**src/rtl/dff_deser_if.sv**
```systemverilog
// Serial-in / parallel-out handshake bundle for dff_deser.
// master = upstream bit source plus downstream word consumer; slave = deserializer.
interface dff_deser_if #(
    parameter int unsigned WIDTH = 8
);
    localparam int unsigned CNT_W = $clog2(WIDTH + 1);

    logic             din;
    logic             din_vld;
    logic [WIDTH-1:0] dout;
    logic             dout_vld;
    logic             dout_rdy;
    logic             ovf;
    logic             ovf_clr;
    logic [CNT_W-1:0] bit_cnt;

    modport master (
        output din, din_vld, dout_rdy, ovf_clr,
        input  dout, dout_vld, ovf, bit_cnt
    );

    modport slave (
        input  din, din_vld, dout_rdy, ovf_clr,
        output dout, dout_vld, ovf, bit_cnt
    );
endinterface

```
**src/rtl/dff_deser.sv**
```systemverilog
// Serial-to-parallel deserializer with a single-entry output register and a sticky
// overflow flag; the serial side never stalls, so words that cannot be stored are dropped.
module dff_deser #(
    parameter int unsigned WIDTH     = 8,
    parameter bit          MSB_FIRST = 1'b1
) (
    input  logic        clk,
    input  logic        rst,
    dff_deser_if.slave  bus
);
    localparam int unsigned CNT_W = $clog2(WIDTH + 1);

    logic [WIDTH-1:0] shift_q, shift_d, shift_nxt;
    logic [CNT_W-1:0] bit_cnt_q, bit_cnt_d;
    logic [WIDTH-1:0] dout_q, dout_d;
    logic             dout_vld_q, dout_vld_d;
    logic             ovf_q, ovf_d;
    logic             word_done;
    logic             ovf_evt;

    // Shift direction decides which end of the word the first received bit ends up in.
    always_comb begin
        shift_nxt = shift_q;
        if (MSB_FIRST) begin
            shift_nxt = {shift_q[WIDTH-2:0], bus.din};
        end else begin
            shift_nxt = {bus.din, shift_q[WIDTH-1:1]};
        end
    end

    // Bit accumulation and output-register load/drop decisions.
    always_comb begin
        shift_d    = shift_q;
        bit_cnt_d  = bit_cnt_q;
        dout_d     = dout_q;
        dout_vld_d = dout_vld_q;
        ovf_d      = ovf_q;
        word_done  = 1'b0;
        ovf_evt    = 1'b0;

        if (bus.din_vld) begin
            shift_d = shift_nxt;
            if (bit_cnt_q == CNT_W'(WIDTH - 1)) begin
                bit_cnt_d = '0;
                word_done = 1'b1;
            end else begin
                bit_cnt_d = bit_cnt_q + CNT_W'(1);
            end
        end

        // A finished word may take the slot only if it is empty or draining this cycle.
        if (word_done && (!dout_vld_q || bus.dout_rdy)) begin
            dout_d     = shift_nxt;
            dout_vld_d = 1'b1;
        end else if (word_done) begin
            ovf_evt = 1'b1;
        end else if (dout_vld_q && bus.dout_rdy) begin
            dout_vld_d = 1'b0;
        end

        if (ovf_evt) begin
            ovf_d = 1'b1;
        end else if (bus.ovf_clr) begin
            ovf_d = 1'b0;
        end
    end

    always_ff @(posedge clk) begin
        if (rst) begin
            shift_q    <= '0;
            bit_cnt_q  <= '0;
            dout_q     <= '0;
            dout_vld_q <= 1'b0;
            ovf_q      <= 1'b0;
        end else begin
            shift_q    <= shift_d;
            bit_cnt_q  <= bit_cnt_d;
            dout_q     <= dout_d;
            dout_vld_q <= dout_vld_d;
            ovf_q      <= ovf_d;
        end
    end

    assign bus.dout     = dout_q;
    assign bus.dout_vld = dout_vld_q;
    assign bus.ovf      = ovf_q;
    assign bus.bit_cnt  = bit_cnt_q;
endmodule

```
**src/flat_wrapper.sv**
```systemverilog
// flat-port wrapper written by rule: the top's interface ports become plain ports
module dff_deser_flat 
#(
    parameter int unsigned WIDTH     = 8,
    parameter bit          MSB_FIRST = 1'b1
)
  (clk, rst, bus_din, bus_din_vld, bus_dout_rdy, bus_ovf_clr, bus_dout, bus_dout_vld, bus_ovf, bus_bit_cnt);
  dff_deser_if #(.WIDTH(WIDTH)) bus_i ();
  input  logic clk;
  input  logic rst;
  input wire logic [$bits(bus_i.din)-1:0] bus_din;
  input wire logic [$bits(bus_i.din_vld)-1:0] bus_din_vld;
  input wire logic [$bits(bus_i.dout_rdy)-1:0] bus_dout_rdy;
  input wire logic [$bits(bus_i.ovf_clr)-1:0] bus_ovf_clr;
  output wire logic [$bits(bus_i.dout)-1:0] bus_dout;
  output wire logic [$bits(bus_i.dout_vld)-1:0] bus_dout_vld;
  output wire logic [$bits(bus_i.ovf)-1:0] bus_ovf;
  output wire logic [$bits(bus_i.bit_cnt)-1:0] bus_bit_cnt;
  assign bus_i.din = bus_din;
  assign bus_i.din_vld = bus_din_vld;
  assign bus_i.dout_rdy = bus_dout_rdy;
  assign bus_i.ovf_clr = bus_ovf_clr;
  assign bus_dout = bus_i.dout;
  assign bus_dout_vld = bus_i.dout_vld;
  assign bus_ovf = bus_i.ovf;
  assign bus_bit_cnt = bus_i.bit_cnt;
  dff_deser #(.WIDTH(WIDTH), .MSB_FIRST(MSB_FIRST)) u_core (.clk(clk), .rst(rst), .bus(bus_i));
endmodule
```
**config.mk**
```make
export PLATFORM = sky130hd
export DESIGN_NAME = dff_deser_flat
export DESIGN_NICKNAME = d
export VERILOG_FILES = /design/src/rtl/dff_deser_if.sv /design/src/rtl/dff_deser.sv /design/src/flat_wrapper.sv
export SDC_FILE = /design/constraint.sdc
export NUM_CORES = 1
export LEC_CHECK = 0
export CORE_UTILIZATION = 50
export CTS_BUF_LIST = sky130_fd_sc_hd__clkbuf_16
export DETAILED_ROUTE_END_ITERATION = 10
export HOLD_SLACK_MARGIN = 0.12
export PLACE_DENSITY = 0.81
export SYNTH_ARGS = -nofsm -noshare
export SYNTH_HDL_FRONTEND = slang
export SYNTH_SLANG_ARGS = --single-unit
```
**constraint.sdc**
```tcl
create_clock -name clk -period 3.7 [get_ports clk]
set_input_delay 0.74 -clock clk [delete_from_list [all_inputs] [get_ports clk]]
set_output_delay 0.74 -clock clk [all_outputs]
set_load 0.01 [all_outputs]
```
==> results by group <==
Outcome
  – Status: completed

Critical path
  – Worst reg-to-reg setup slack: 2.20 ns
  – CP Cell Sequence: clkdlybuf4s50_1 -> and4b_1 -> nand3b_1 -> a21oi_1
  – CP max stage delay: 0.86 ns
  – Slowest cell on crit path: clkdlybuf4s50_1
  – Data required, critical path: 3.86 ns
  – Critical path arrival: 2.45 ns
  – CP Capture Type: flip-flop
  – Crit Path Category: in2reg
  – WP buf/inv: 1
  – Worst-path fanout max: 13
  – Startpoint Class: primary input
  – Crit-path leading delay family: buffers and inverters

Global routing
  – Vias in the first global route: 553
  – Antenna violations before repair: 0
  – Largest net degree at the start of global routing: 22
  – First-pass GRT wire length: 2.504 mm
  – GRT Util Overall: 0.1890
  – Total grt overflow: 0

Finish
  – Final nets: 110
  – ANT cells: 0
  – Layout cell share with drive strength beyond 1: 0.03922
  – Area growth syn-to-layout: 32.00%

Floorplan
  – Core area: 1506 um^2
  – Ports: 20
  – Initial Utilization: 0.5399
  – Die Y-Extent: 42.33 um
  – Die width: 42.33 um
  – Die area: 1792 um^2
  – Row cnt: 14

Placed design
  – Pre-CTS WS: 1.185 ns
  – RD Place Congestion: 0.7230
  – Port Buf Inserts: 19

STA
  – Slew Limit Headroom: 0.5235
  – Worst clock skew: 0.002866 ns
  – Setup violators final: 0
  – Worst Max-Slew Pin Slew: 0.7125 ns
  – Final min period: 2.289 ns
  – Setup TNS: 0 ns
  – Unrepaired setup endpoints after global routing: no
  – Worst hold slack: 0.4699 ns
  – Post-route worst setup slack: 1.411 ns
  – Final hold viol count: 0
  – Fmax achieved: 0.4369 GHz
  – Fin crit share: 0.6186
  – Final Slew Violations: 0

CTS
  – CTS Root Cell: clkbuf_16
  – Worst-Skew Late Latency: 0.25 ns
  – CTS Buf Count: 3
  – # hold bufs at CTS: 0
  – H-Tree Depth: 1
  – Post-cts sizing count: 0
  – Num Clock Sinks: 21
  – CTS max path bufs: 2
  – CTS tree: yes
  – Clk slew on worst S/H paths: 0.05 ns
  – Post-CTS Setup Inserts: 0

Pwr
  – PwrDens: 446.0 nW/um^2
  – Leakage: 0.3980 nW
  – Worst vdd ir: 0.2893 mV

Yosys
  – Area share of the largest cell type after synthesis: 0.5169
  – Post-synthesis simple-gate area fraction: 0.2000
  – Post-synth top cells: dfxtp_1, nor2_1, a21oi_1
  – Post-synthesis adder-cell area fraction: 0.01538
  – Post-synthesis mux area share: 0.09846
  – Register area share after synthesis: 0.5169
  – Largest family of logic cells by synthesized area: simple AND/OR/NAND/NOR gates
  – Ys async rst share: 0
  – Synth Warn #: 0
  – Post-synth top area cell: dfxtp_1
  – Post-Synth XOR/XNOR Area: 0.02154
  – Dominant synthesized flop cell: dfxtp_1
  – Syn avg cell area: 9.682 um^2
  – Mapped cell area: 813.3 um^2
  – Post-synth cell types: 19
  – #FFs+latches synth: 21
  – Post-synthesis net count: 91
  – Synth top area cells: dfxtp_1, mux2i_1, nand3b_1
  – Complex-gate fraction of the synthesized area: 0.1108
  – Post-synth EDFFs: 0
  – Mapped Cells: 84
  – Most common cell in the synthesized netlist: dfxtp_1

Detailed routing
  – Total iterations of the first detailed-routing run: 4
  – Wirelength per Cell: 13.01 um
  – Total wire length: 1.535 mm
  – DRC violations left: 0
  – Routed via count: 632
  – Routed Antenna Nets: 0
  – DRT iter0 DRCs: 13
  – DR vias/cell: 5.356

Run
  – Max cap viols: 0

Hold path
  – Hold Crit Class: reg2reg
## routing by layer
metal | share of wire | vias up | track usage
met2 | 0.46 | 9 | 0.2985
li1 | - | 329 | -
met1 | 0.51 | 292 | 0.2445
met5 | 0 | - | 0
met4 | 0.0098 | 0 | 0.09375
met3 | 0.020 | 2 | 0.03879
## placed cells by master, fill, tap and decap left out, drive strengths merged, types with 2 or more instances in the layout
| cell type | netlist | routed |
|---|---|---|
| nand2 | 2 | 2 |
| nor2 | 12 | 12 |
| clkbuf | 2 | 3 |
| dfxtp | 21 | 21 |
| o21ai | 8 | 8 |
| clkdlybuf4s50 | 0 | 19 |
| nand3b | 8 | 8 |
| a21oi | 10 | 10 |
| mux2i | 8 | 8 |
## cell type report
cell class,instances,area (um^2)
clock inverters,1,5.005
well taps,16,20.02
repair buffers,19,190.2
multi-input cells,58,362.8
flip-flops and latches,21,420.4
fillers,126,432.9
clock buffers,3,75.07
## through the flow
step	cell area, um^2	utilization	std cells	power, mW
finish	1074	0.7126	118	0.4788
global route	1074	0.7126	118	0.4949
CTS	1074	0.7126	118	0.4840
detailed placement	993.5	0.6595	114	0.2654
global placement	993.5	0.6595	114	0.2638
floorplan	813.3	-	84	0.2523
## registers in the layout (all words and copies together) (netlist names)
| signal | flops |
|---|---|
| u_core.bus.dout_vld | 1 |
| u_core.shift_q | 7 |
| u_core.bus.dout | 8 |
| u_core.bus.bit_cnt | 4 |
| u_core.bus.ovf | 1 |
## where the power goes
group / total (mW) / internal, mW / switching (mW)
combinational: 0.0266 / 0.0144 / 0.0122
sequential: 0.234 / 0.230 / 0.00394
clock: 0.218 / 0.145 / 0.0736
## worst reg2reg max path: stages (launching register included)
cell	delay [ns]
dfxtp_1	0.40
ha_1	0.24
and4b_1	0.45
nand3b_1	0.16
a21oi_1	0.17
## path summary, 6_finish.rpt
check | startpoint | cells past startpoint | to
worst max-delay path | bus_din_vld | 4 | u_core.bus.dout[3]
worst min-delay path | u_core.bus.dout[2] | 2 | u_core.bus.dout[2]
worst max register to register | u_core.bus.bit_cnt[0] | 4 | u_core.bus.dout[3]
worst min register to register | u_core.bus.dout[2] | 2 | u_core.bus.dout[2]
## logic make-up (layout without fill, tap and decap cells)
| family | count (synthesis) | in the layout |
|---|---|---|
| muxes | 8 | 8 |
| adders and majority gates | 1 | 1 |
| buffers and inverters | 5 | 23 |
| xor gates and xnor gates | 2 | 2 |
| DFF | 21 | 21 |
| AOI/OAI and AO/OA | 18 | 18 |
| and+or+nand+nor | 29 | 29 |
Note: power is estimated with default switching activity, not from simulation.
